[src/rtl/video_ctrl_regs_if.sv]
// rtl/video_ctrl_regs_if.sv - CPU peripheral bus bundle for the video control registers
interface video_ctrl_regs_if;
    logic       i_cs;
    logic       i_stb;
    logic       i_we;
    logic [3:0] i_addr;
    logic [7:0] i_data;
    logic [7:0] o_data;
    logic       o_data_ready;

    modport slave (
        input  i_cs, i_stb, i_we, i_addr, i_data,
        output o_data, o_data_ready
    );

    modport master (
        output i_cs, i_stb, i_we, i_addr, i_data,
        input  o_data, o_data_ready
    );
endinterface

[src/rtl/video_ctrl_regs.sv]
// rtl/video_ctrl_regs.sv - video control registers: double-buffered colours, frame counter, line/vblank interrupts
module video_ctrl_regs #(
    parameter int          H_LAST   = 639,
    parameter int          V_LAST   = 479,
    parameter logic [11:0] FG_RESET = 12'hFFF,
    parameter logic [11:0] BG_RESET = 12'h000
) (
    input  logic                     i_clk,
    input  logic                     i_rst,
    video_ctrl_regs_if.slave         bus,
    input  logic [9:0]               i_hcount,
    input  logic [8:0]               i_vcount,
    output logic [11:0]              o_fg_color,
    output logic [11:0]              o_bg_color,
    output logic                     o_irq
);
    localparam logic [9:0] H_LAST_V = 10'(H_LAST);
    localparam logic [8:0] V_LAST_V = 9'(V_LAST);

    localparam logic [3:0] A_FG_L    = 4'd0;
    localparam logic [3:0] A_FG_H    = 4'd1;
    localparam logic [3:0] A_BG_L    = 4'd2;
    localparam logic [3:0] A_BG_H    = 4'd3;
    localparam logic [3:0] A_CTRL    = 4'd4;
    localparam logic [3:0] A_STATUS  = 4'd5;
    localparam logic [3:0] A_LCMP_L  = 4'd6;
    localparam logic [3:0] A_LCMP_H  = 4'd7;
    localparam logic [3:0] A_FRAME_L = 4'd8;
    localparam logic [3:0] A_FRAME_H = 4'd9;
    localparam logic [3:0] A_SCRATCH = 4'd10;

    logic        r_stb_q;
    logic        r_ready;
    logic [7:0]  r_rdata;
    logic [11:0] r_sh_fg, r_sh_bg, r_live_fg, r_live_bg;
    logic [2:0]  r_ctrl;
    logic        r_vblank_pend, r_line_pend;
    logic [8:0]  r_lcmp;
    logic [15:0] r_frame;
    logic [7:0]  r_frame_hi_snap;
    logic [7:0]  r_scratch;
    logic        r_irq;

    logic        w_accept, w_wr, w_rd;
    logic        w_frame_evt, w_line_evt, w_in_vblank;
    logic [11:0] w_sh_fg_nxt, w_sh_bg_nxt, w_live_fg_nxt, w_live_bg_nxt;
    logic [15:0] w_frame_nxt;
    logic        w_vblank_pend_nxt, w_line_pend_nxt;
    logic [7:0]  w_rdata;

    // Only a rising strobe counts, so a held strobe can never repeat a side effect.
    assign w_accept    = bus.i_stb & ~r_stb_q & bus.i_cs;
    assign w_wr        = w_accept & bus.i_we;
    assign w_rd        = w_accept & ~bus.i_we;
    assign w_frame_evt = (i_hcount == H_LAST_V) && (i_vcount == V_LAST_V);
    assign w_line_evt  = (i_hcount == H_LAST_V) && (i_vcount == r_lcmp);
    assign w_in_vblank = i_vcount > V_LAST_V;

    always_comb begin
        w_sh_fg_nxt   = r_sh_fg;
        w_sh_bg_nxt   = r_sh_bg;
        w_live_fg_nxt = r_live_fg;
        w_live_bg_nxt = r_live_bg;
        if (w_wr) begin
            case (bus.i_addr)
                A_FG_L: w_sh_fg_nxt[7:0]  = bus.i_data;
                A_FG_H: w_sh_fg_nxt[11:8] = bus.i_data[3:0];
                A_BG_L: w_sh_bg_nxt[7:0]  = bus.i_data;
                A_BG_H: w_sh_bg_nxt[11:8] = bus.i_data[3:0];
                default: ;
            endcase
        end
        // Commit copies the post-write shadow, so a write landing on the commit edge is not lost.
        if (w_frame_evt) begin
            w_live_fg_nxt = w_sh_fg_nxt;
            w_live_bg_nxt = w_sh_bg_nxt;
        end else if (w_wr && r_ctrl[2]) begin
            case (bus.i_addr)
                A_FG_L: w_live_fg_nxt[7:0]  = bus.i_data;
                A_FG_H: w_live_fg_nxt[11:8] = bus.i_data[3:0];
                A_BG_L: w_live_bg_nxt[7:0]  = bus.i_data;
                A_BG_H: w_live_bg_nxt[11:8] = bus.i_data[3:0];
                default: ;
            endcase
        end
    end

    always_comb begin
        w_vblank_pend_nxt = r_vblank_pend;
        w_line_pend_nxt   = r_line_pend;
        if (w_wr && bus.i_addr == A_STATUS) begin
            if (bus.i_data[0]) w_vblank_pend_nxt = 1'b0;
            if (bus.i_data[1]) w_line_pend_nxt   = 1'b0;
        end
        if (w_frame_evt) w_vblank_pend_nxt = 1'b1;
        if (w_line_evt)  w_line_pend_nxt   = 1'b1;
    end

    always_comb begin
        w_frame_nxt = r_frame + {15'd0, w_frame_evt};
        if (w_wr && bus.i_addr == A_FRAME_L) w_frame_nxt[7:0]  = bus.i_data;
        if (w_wr && bus.i_addr == A_FRAME_H) w_frame_nxt[15:8] = bus.i_data;
    end

    always_comb begin
        w_rdata = 8'h00;
        case (bus.i_addr)
            A_FG_L:    w_rdata = r_sh_fg[7:0];
            A_FG_H:    w_rdata = {4'h0, r_sh_fg[11:8]};
            A_BG_L:    w_rdata = r_sh_bg[7:0];
            A_BG_H:    w_rdata = {4'h0, r_sh_bg[11:8]};
            A_CTRL:    w_rdata = {5'd0, r_ctrl};
            A_STATUS:  w_rdata = {5'd0, w_in_vblank, r_line_pend, r_vblank_pend};
            A_LCMP_L:  w_rdata = r_lcmp[7:0];
            A_LCMP_H:  w_rdata = {7'd0, r_lcmp[8]};
            A_FRAME_L: w_rdata = r_frame[7:0];
            A_FRAME_H: w_rdata = r_frame_hi_snap;
            A_SCRATCH: w_rdata = r_scratch;
            default:   w_rdata = 8'h00;
        endcase
    end

    always_ff @(posedge i_clk or posedge i_rst) begin
        if (i_rst) begin
            r_stb_q         <= 1'b0;
            r_ready         <= 1'b0;
            r_rdata         <= 8'h00;
            r_sh_fg         <= FG_RESET;
            r_sh_bg         <= BG_RESET;
            r_live_fg       <= FG_RESET;
            r_live_bg       <= BG_RESET;
            r_ctrl          <= 3'd0;
            r_vblank_pend   <= 1'b0;
            r_line_pend     <= 1'b0;
            r_lcmp          <= 9'd0;
            r_frame         <= 16'd0;
            r_frame_hi_snap <= 8'h00;
            r_scratch       <= 8'h00;
            r_irq           <= 1'b0;
        end else begin
            r_stb_q <= bus.i_stb;
            if (w_accept)
                r_ready <= 1'b1;
            else if (!bus.i_stb || !bus.i_cs)
                r_ready <= 1'b0;
            if (w_rd) begin
                r_rdata <= w_rdata;
                if (bus.i_addr == A_FRAME_L) r_frame_hi_snap <= r_frame[15:8];
            end
            if (w_wr) begin
                case (bus.i_addr)
                    A_CTRL:    r_ctrl         <= bus.i_data[2:0];
                    A_LCMP_L:  r_lcmp[7:0]    <= bus.i_data;
                    A_LCMP_H:  r_lcmp[8]      <= bus.i_data[0];
                    A_SCRATCH: r_scratch      <= bus.i_data;
                    default: ;
                endcase
            end
            r_sh_fg       <= w_sh_fg_nxt;
            r_sh_bg       <= w_sh_bg_nxt;
            r_live_fg     <= w_live_fg_nxt;
            r_live_bg     <= w_live_bg_nxt;
            r_vblank_pend <= w_vblank_pend_nxt;
            r_line_pend   <= w_line_pend_nxt;
            r_frame       <= w_frame_nxt;
            r_irq         <= (r_vblank_pend & r_ctrl[0]) | (r_line_pend & r_ctrl[1]);
        end
    end

    assign bus.o_data       = r_rdata;
    assign bus.o_data_ready = r_ready;
    assign o_fg_color       = r_live_fg;
    assign o_bg_color       = r_live_bg;
    assign o_irq            = r_irq;
endmodule

[src/flat_wrapper.sv]
// flat-port wrapper written by rule: the top's interface ports become plain ports
module video_ctrl_regs_flat 
#(
    parameter int          H_LAST   = 639,
    parameter int          V_LAST   = 479,
    parameter logic [11:0] FG_RESET = 12'hFFF,
    parameter logic [11:0] BG_RESET = 12'h000
)
  (i_clk, i_rst, i_hcount, i_vcount, o_fg_color, o_bg_color, o_irq, bus_i_cs, bus_i_stb, bus_i_we, bus_i_addr, bus_i_data, bus_o_data, bus_o_data_ready);
  video_ctrl_regs_if bus_i ();
  input  logic i_clk;
  input  logic i_rst;
  input  logic [9:0] i_hcount;
  input  logic [8:0] i_vcount;
  output logic [11:0] o_fg_color;
  output logic [11:0] o_bg_color;
  output logic o_irq;
  input wire logic [$bits(bus_i.i_cs)-1:0] bus_i_cs;
  input wire logic [$bits(bus_i.i_stb)-1:0] bus_i_stb;
  input wire logic [$bits(bus_i.i_we)-1:0] bus_i_we;
  input wire logic [$bits(bus_i.i_addr)-1:0] bus_i_addr;
  input wire logic [$bits(bus_i.i_data)-1:0] bus_i_data;
  output wire logic [$bits(bus_i.o_data)-1:0] bus_o_data;
  output wire logic [$bits(bus_i.o_data_ready)-1:0] bus_o_data_ready;
  assign bus_i.i_cs = bus_i_cs;
  assign bus_i.i_stb = bus_i_stb;
  assign bus_i.i_we = bus_i_we;
  assign bus_i.i_addr = bus_i_addr;
  assign bus_i.i_data = bus_i_data;
  assign bus_o_data = bus_i.o_data;
  assign bus_o_data_ready = bus_i.o_data_ready;
  video_ctrl_regs #(.H_LAST(H_LAST), .V_LAST(V_LAST), .FG_RESET(FG_RESET), .BG_RESET(BG_RESET)) u_core (.i_clk(i_clk), .i_rst(i_rst), .bus(bus_i), .i_hcount(i_hcount), .i_vcount(i_vcount), .o_fg_color(o_fg_color), .o_bg_color(o_bg_color), .o_irq(o_irq));
endmodule
[config.mk]
export PLATFORM = sky130hd
export DESIGN_NAME = video_ctrl_regs_flat
export DESIGN_NICKNAME = d
export VERILOG_FILES = /design/src/rtl/video_ctrl_regs_if.sv /design/src/rtl/video_ctrl_regs.sv /design/src/flat_wrapper.sv
export SDC_FILE = /design/constraint.sdc
export NUM_CORES = 1
export LEC_CHECK = 0
export BUFFER_PORTS_ARGS = -buffer_cell sky130_fd_sc_hd__clkbuf_2
export CORE_ASPECT_RATIO = 2
export CORE_MARGIN = 3
export CORE_UTILIZATION = 30
export CTS_CLUSTER_DIAMETER = 100
export DETAILED_ROUTE_END_ITERATION = 6
export PLACE_DENSITY = 0.56
export SYNTH_ARGS = -nofsm -noshare
export SYNTH_HDL_FRONTEND = slang
export SYNTH_SLANG_ARGS = --single-unit
[constraint.sdc]
create_clock -name i_clk -period 7.6 [get_ports i_clk]
set_input_delay 0.38 -clock i_clk [delete_from_list [all_inputs] [get_ports i_clk]]
set_output_delay 0.38 -clock i_clk [all_outputs]
set_load 0.05 [all_outputs]
# After elaboration in Yosys (flattened, before gate mapping)
# Cells that the tools add are included.
# W data, S select, Z words.
[word_totals] output_inout_bits=34 register_bits=105 inputBits=36
[classes] n_mux=25 bitwise=9 n_addsub=1 eq_ne=13 order_cmp=1 reduce_logical=31
[op_table] operator="$pmux W8 S11" n=1
[op_table] operator="$mux W12" n=6
[op_table] operator="$mux W8" n=6
[op_table] operator="$reduce_and A2 Y1" n=11
[op_table] operator="$reduce_bool A2 Y1" n=10
[op_table] operator="$add A16 B1 Y16" n=1
[op_table] operator="$eq A4 B3 Y1 const B" n=4
[op_table] operator="$mux W4" n=4
[op_table] operator="$eq A4 B4 Y1 const B" n=3
[op_table] operator="$eq A10 B10 Y1 const B" n=1
[op_table] operator="$eq A9 B9 Y1" n=1
[op_table] operator="$eq A9 B9 Y1 const B" n=1
[op_table] operator="$gt A9 B9 Y1 const B" n=1
[op_table] operator="$eq A4 B2 Y1 const B" n=2
[op_table] operator="$mux W1" n=8
[op_table] operator="$and A1 B1 Y1" n=6
[op_table] operator="$logic_and A1 B1 Y1" n=6
[op_table] operator="$eq A4 B1 Y1 const B" n=1
[op_table] operator="$logic_not A4 Y1" n=1
[op_table] operator="$logic_not A1 Y1" n=2
[op_table] operator="$not A1 Y1" n=2
[op_table] operator="$logic_or A1 B1 Y1" n=1
[op_table] operator="$or A1 B1 Y1" n=1

# Longest topological paths before layout
# Gate-level depths: netlist of run 1.
[logic_depth] ltp_word=7 depth_mapped=10 mapped_depth_nobuf=10

# Worst setup path before layout of run 1
# No wires, ideal clock.
[synth_timing] path_kind="input-to-reg" startpoint="input port i_hcount[7]" endpoint="register u_core.r_frame[15]" t_required_ps=7523 slack_ps=5359 n_path_buf=0 t_arrival_ps=2164 cell_stages=9 path_cell_list="nand2b_1 -> nor4_4 -> nand2_2 -> inv_1 -> ha_1 -> and4_4 -> or3b_1 -> xor2_1 -> a21oi_1"
[synth_via] elab_chain_len=4
[synth_rtl] element="from (decl)" line="flat_wrapper.sv:13" source="input logic [9:0] i_hcount;"
[synth_rtl] element="$eq A10 B10 Y1" line="video_ctrl_regs.sv:55" source="assign w_frame_evt = (i_hcount == H_LAST_V) && (i_vcount == V_LAST_V);"
[synth_rtl] element="$logic_and A1 B1 Y1" line="video_ctrl_regs.sv:55"
[synth_rtl] element="via u_core.w_frame_evt" line="video_ctrl_regs.sv:45" source="logic w_frame_evt, w_line_evt, w_in_vblank;"
[synth_rtl] element="$add A16 B1 Y16" line="video_ctrl_regs.sv:100" source="w_frame_nxt = r_frame + {15'd0, w_frame_evt};"
[synth_rtl] element="$mux W8" line="video_ctrl_regs.sv:102" source="if (w_wr && bus.i_addr == A_FRAME_H) w_frame_nxt[15:8] = bus.i_data;"
[synth_rtl] element="via u_core.w_frame_nxt[15]" line="video_ctrl_regs.sv:47" source="logic [15:0] w_frame_nxt;"
[synth_rtl] element="to (signal assigned)" line="video_ctrl_regs.sv:165" source="r_frame <= w_frame_nxt;"
[synth_rtl] element="to (decl)" line="video_ctrl_regs.sv:39" source="logic [15:0] r_frame;"
# The timed path passes the listed nets, and every way through them passes these cells.
# A chain may end at the register's enable or synchronous reset.

# Worst setup path after layout of run 1
[layout_timing] startpoint="input port i_hcount[7]" endpoint="register u_core.r_frame[12]"
# Same word-level chain as after synthesis.

==> impl_metrics.toml, run 1 <==
[outcome]
status = "finished, final reports clean"

[setup_path]
endpoint_kind = "register"
crit_required_ns = 7.81
r2r_slack_ns = 5.46
start_kind = "input port"
crit_start = "i_hcount[7]"
cp_max_fo = 5
critPathKind = "input port to register"
crit_end = "u_core.r_frame[12]"
critical-path-max-stage-delay_ns = 0.41
cp_data_arrival_time_ns = 2.69
r2r_end = "u_core.o_fg_color[2]"
rr_worst_depth = 5
worstReg2RegStart = "u_core.r_stb_q"
slowest_stage = "nor4_4"
crit_chain = "clkbuf_2 > nand2b_1 > nor4_4 > nand2_2 > inv_1 > ha_1 > ha_1 > and3_1 > and3_1 > xnor2_1 > a21oi_1"

[final_layout]
layout_commonest_cell = "dfrtp_1"
layout_common_cells = "dfrtp_1, clkbuf_2, mux2_2"
fin_cells = 754
multi_input_area_um2 = 2496
fillers = 1772
diodes = 0
drive_above_1_share_pct = 35.29
regArea_um2 = 2658
syn_to_final_growth_pct = 14.78
final_area_um2 = 6113
nets = 577

[global_routing]
grt_pass1_wl_um = 24610
overflow = 0
antenna_found_initial = 0
grt_pass1_vias = 4317
grt_start_max_net_pins = 86
grt_usage_pct = 16.67

[timing]
whs_ns = 0.1906
tns_ns = 0
setup_viol = 0
finalClockSkew_ns = 0.007218
fmax_mhz = 404.0
worst_pin_slew_ns = 1.245
finalHoldViolCount = 0
period_needed_ns = 2.475
slew_headroom_pct = 17.01
rsz0062_at_grt = "false"
fin_crit_sh_pct = 32.57
slew_violations = 0

[synthesis]
synthCells = 486
yosysSeqAreaShare_pct = 49.89
synth_area_um2 = 5326
synth_top_flop_cell = "dfrtp_1"
yosys.area.top_type = "dfrtp_1"
yosys_register_bits = 105
ys_async_sr_fraction_pct = 100.0
ys_warn_count = 0
synth_edf_count = 0
synth.top_cell.area_share_pct = 38.05
syn_area_per_cell_um2 = 10.96
synth_cell_type_count = 60
synth_area_leaders = "dfrtp_1, dfstp_2, mux2_2"
syn-num-nets = 524

[routing]
drtIter0Drc = 177
num_vias = 4093
viasPerCell = 5.428
drt_wl_total_um = 15830
first_pass_iters = 5
ant_nets = 0
drc = 0
wl_per_cell_um = 21.00

[clocking]
numClockSinks = 105
cts_tree = "yes"
clock-root-buffer = "clkbuf_16"
htreeDepth = 3
cts_resized = 0
path_clk_slew_ns = 0.07
insertion_delay_ns = 0.36
cts_buffer_depth = 2
numCtsBuffers = 9

[floorplanning]
core_region_area_um2 = 17360
io_pins = 70
die_area_um2 = 19490
die_height_um = 194.4
rows = 68
initial_core_util_pct = 30.69
die_x_um = 100.2

[place]
dp_cells = 737
hpwl_um = 11900
io_buffers = 69
gp_congestion = 0.8884
place_area_um2 = 5806

[pwr]
powerDensity_nw_per_um2 = 204.0
vdd_drop_max_mv = 0.09305
p_total_mw = 1.247
p_leak_nw = 2.699

[worst_hold_path]
min_path_type = "input port to register"

[run]
cap_violations = 0
through the flow:
| step | setup slack (ns) | utilization (%) |
|---|---|---|
| 2_1_floorplan | 4.499 | - |
| 3_3_place_gp | 4.778 | 33.45 |
| 3_5_place_dp | 4.771 | 33.45 |
| 6_report | 5.125 | 35.22 |
| 5_1_grt | 4.935 | 35.22 |
| 4_1_cts | 5.138 | 35.22 |
worst min path at each step:
stage	to	slack, ns	startpoint	cells past startpoint
2_1_floorplan	u_core.r_stb_q	0.41	bus_i_stb	0
3_3_place_gp	u_core.o_bg_color[2]	0.33	i_rst	2
3_5_place_dp	u_core.o_bg_color[3]	0.33	i_rst	2
4_1_cts	u_core.r_stb_q	0.18	bus_i_stb	1
5_1_grt	u_core.r_stb_q	0.19	bus_i_stb	1
6_report	u_core.r_stb_q	0.19	bus_i_stb	1
repair_timing:
item,in CTS,in global routing
hold buffers,1,0
hold endpoints to repair,20,0
buffers inserted,0,0
critical path: cells and delay by family:
kind                     cells  cell delay [ns]
AO/OA/AOI/OAI                1             0.08
XOR/XNOR                     1             0.12
adder cells (fa/ha/maj)      2             0.52
buffers and inverters        2             0.27
AND/OR/NAND/NOR              5             1.30
layer usage:
metal	track usage, %	up-vias	share of wire, %
li1	-	1897	-
met1	17.38	2045	35
met2	30.63	110	56
met3	2.371	41	3.3
met4	9.795	0	5.4
met5	0	-	0
Yosys cell counts, types with 6 or more instances:
cell / instances
nor2_1: 34
or3_1: 15
buf_2: 15
o22ai_1: 14
inv_1: 8
xor2_1: 16
mux2i_1: 6
nand2_1: 23
and3_1: 8
nand3_1: 21
o21ai_0: 7
mux2_2: 55
nor2b_1: 9
a22oi_1: 7
dfstp_2: 24
nand4_1: 9
a21oi_1: 25
o221a_2: 11
clkbuf_1: 9
dfrtp_1: 81
xnor2_1: 7
nor3_1: 17
flip-flops by register name, summed over array words and instances (netlist names), 9 cells and up:
register           flops
u_core.r_frame        16
u_core.o_bg_color     12
u_core.o_fg_color     12
u_core.r_sh_bg        12
u_core.r_sh_fg        12
u_core.r_lcmp          9
final cells by class:
type                    instances  area share [%]
flip-flops and latches        105           43.47
multi-input cells             343           40.83
repair buffers                 71           5.935
well taps                     210           4.298
clock buffers                  10           4.093
clock inverters                 6          0.7777
inverters                       9          0.5935
kinds of logic (layout without fill, tap and decap cells):
family / Yosys count / in the layout / synth area share [%]
xor gates and xnor gates: 23 / 23 / 3.782
AOI/OAI and AO/OA: 96 / 96 / 12.97
DFF: 105 / 105 / 49.89
muxes: 63 / 63 / 13.18
and+or+nand+nor: 159 / 159 / 16.47
adders and majority gates: 2 / 2 / 0.4697
buffers and inverters: 38 / 96 / 3.242
report_power, final:
part	leakage, nW	switching, mW	internal, mW
Sequential	1.35	0.0400	0.600
Combinational	1.20	0.0890	0.0534
Clock	0.146	0.219	0.246
No activity file was read; power rests on OpenSTA's default activity.
==> run 2, diff against run 1 <==
--- a/config.mk
+++ b/config.mk
@@ -5,13 +5,14 @@
 export SDC_FILE = /design/constraint.sdc
 export NUM_CORES = 1
 export LEC_CHECK = 0
+export ABC_AREA = 1
 export BUFFER_PORTS_ARGS = -buffer_cell sky130_fd_sc_hd__clkbuf_2
 export CORE_ASPECT_RATIO = 2
 export CORE_MARGIN = 3
 export CORE_UTILIZATION = 30
 export CTS_CLUSTER_DIAMETER = 100
 export DETAILED_ROUTE_END_ITERATION = 6
-export PLACE_DENSITY = 0.56
+export PLACE_DENSITY = 0.58
 export SYNTH_ARGS = -nofsm -noshare
 export SYNTH_HDL_FRONTEND = slang
 export SYNTH_SLANG_ARGS = --single-unit
==> constraint.sdc (replaced) <==
create_clock -name i_clk -period 2.15 [get_ports i_clk]
set_input_delay 0.1075 -clock i_clk [delete_from_list [all_inputs] [get_ports i_clk]]
set_output_delay 0.1075 -clock i_clk [all_outputs]
set_load 0.05 [all_outputs]
==> impl_metrics.toml, run 2 <==
[global_routing]
grt_usage_pct = 16.94
antenna_found_initial = 0
grt_pass1_vias = 4838
overflow = 0
grt_pass1_wl_um = 25710
grt_start_max_net_pins = 106

[timing]
rsz0062_at_grt = "false"
setup_viol = 0
finalClockSkew_ns = 0.008091
slew_violations = 0
period_needed_ns = 1.817
worst_pin_slew_ns = 0.6076
fmax_mhz = 550.4
slew_headroom_pct = 59.49
tns_ns = 0
timing.final.ws_setup_ns = 0.3332
fin_crit_sh_pct = 84.50
finalHoldViolCount = 0
whs_ns = 0.02884

[synthesis]
yosysMostFrequentCell = "nand2_1"
ys_warn_count = 0
synth_area_um2 = 5419
synth_common_cells = "nand2_1, nand3_1, dfrtp_1"
synth_cell_type_count = 31
synthCells = 714
synth.top_cell.area_share_pct = 37.40
syn_area_per_cell_um2 = 7.590
synth_area_leaders = "dfrtp_1, nand2_1, dfstp_2"
syn-num-nets = 752
yosysSeqAreaShare_pct = 49.04
yosys.area.top_type = "dfrtp_1"
yosys_register_bits = 105
ys_async_sr_fraction_pct = 100.0
synth_top_flop_cell = "dfrtp_1"
synth_edf_count = 0

[routing]
wl_per_cell_um = 16.15
first_pass_iters = 5
drt_wl_total_um = 16200
drc = 0
num_vias = 4872
viasPerCell = 4.857
ant_nets = 0
drtIter0Drc = 423

[clocking]
clock-root-buffer = "clkbuf_16"
postCtsSetupBuffers = 0
numClockSinks = 105
cts_tree = "yes"
cts_buffer_depth = 2
numCtsBuffers = 9
insertion_delay_ns = 0.36
htreeDepth = 3
path_clk_slew_ns = 0.08

[setup_path]
start_kind = "register"
crit_chain = "inv_1 > nand3_1 > nor2_4 > nand3_2 > inv_2 > nand3_1 > nand3_1"
crit_start = "u_core.r_stb_q"
cp_max_fo = 12
crit_end = "u_core.o_bg_color[4]"
r2r_end = "u_core.o_bg_color[4]"
critPathTopFamily = "simple AND/OR/NAND/NOR gates"
critical-path-max-stage-delay_ns = 0.40
crit_top_cell = "nand3_1"
r2r_slack_ns = 0.33
critPathBufInv = 2
critPathKind = "register to register"
rr_worst_depth = 7
slowest_stage = "dfrtp_1"
crit_cells = 7
crit_required_ns = 2.43
worstReg2RegStart = "u_core.r_stb_q"
cp_data_arrival_time_ns = 2.10
endpoint_kind = "register"

[pwr]
p_leak_nw = 3.184
p_total_mw = 4.402
vdd_drop_max_mv = 0.3903
powerDensity_nw_per_um2 = 693.2

[final_layout]
largest-register = "u_core.r_frame"
layout_common_cells = "nand2_1, nand3_1, dfrtp_1"
largest_reg_flops = 16
diodes = 0
fin_cells = 1003
syn_to_final_growth_pct = 17.18
nets = 826
layout_commonest_cell = "nand2_1"
drive_above_1_share_pct = 18.92

[place]
hpwl_um = 12300
dp_cells = 984
dp_slack_ns = 0.05671
io_buffers = 69
gp_congestion = 0.8709

[worst_hold_path]
min_path_type = "input port to register"

[floorplanning]
core_region_area_um2 = 17530
die_height_um = 196.1
rows = 68
io_pins = 70
initial_core_util_pct = 30.92
die_x_um = 101.0
die_area_um2 = 19810

[outcome]
status = "finished, final reports clean"

[run]
cap_violations = 0
-- run 2: worst min-delay path by stage --
stage | from | endpoint | slack (ns) | depth (start not counted)
2_1_floorplan | bus_i_stb | u_core.r_stb_q | 0.14 | 0
3_3_place_gp | bus_i_stb | u_core.r_stb_q | 0.25 | 1
3_5_place_dp | bus_i_stb | u_core.r_stb_q | 0.26 | 1
4_1_cts | bus_i_data[4] | u_core.o_fg_color[4] | 0.04 | 3
5_1_grt | bus_i_data[4] | u_core.o_fg_color[4] | 0.06 | 3
6_report | bus_i_data[4] | u_core.o_fg_color[4] | 0.03 | 3
-- run 2: metal layers --
layer	vias up	GRT usage [%]	wire length, um
met3	29	2.206	505
met5	-	0	0
met1	2259	19.41	6401
li1	2465	-	-
met4	0	8.432	654
met2	119	30.15	8639
-- run 2: final cells by class --
class / count / area, um2
Clock buffer: 12 / 267.8
Clock inverter: 4 / 31.28
Fill cell: 1902 / 11180
Inverter: 63 / 240.2
Multi-Input combinational cell: 527 / 2427
Sequential cell: 105 / 2658
Tap cell: 210 / 262.8
Timing Repair Buffer: 82 / 462.9
-- run 2: power breakdown --
group / internal (mW) / switching [mW] / total, mW / leakage, nW
sequential: 2.11 / 0.106 / 2.22 / 1.33
combinational: 0.156 / 0.356 / 0.512 / 1.70
clock: 0.900 / 0.769 / 1.67 / 0.149
total: 3.17 / 1.23 / 4.40 / 3.18
-- run 2: logic make-up after synthesis --
group,count (synthesis),synth area share [%]
and+or+nand+nor,442,35.83
DFF,105,49.04
buffers and inverters,82,6.165
AOI/OAI and AO/OA,77,7.527
xor gates and xnor gates,6,0.9697
adders and majority gates,2,0.4617
-- run 2: what timing repair did --
action,in CTS,in global routing
endpoints found under the hold margin,83,0
resized for setup,0,0
hold buffers,3,0
-- run 2: worst min-delay path: stages --
cell and delay [ns]:
clkbuf_2 0.11, nand3_1 0.09, nand3_1 0.08
-- run 2: stage by stage --
step,area (um2),utilization (%)
floorplan,5423,-
global placement,6021,34.35
detailed placement,6021,34.35
CTS,6350,36.23
global route,6350,36.23
finish,6350,36.23
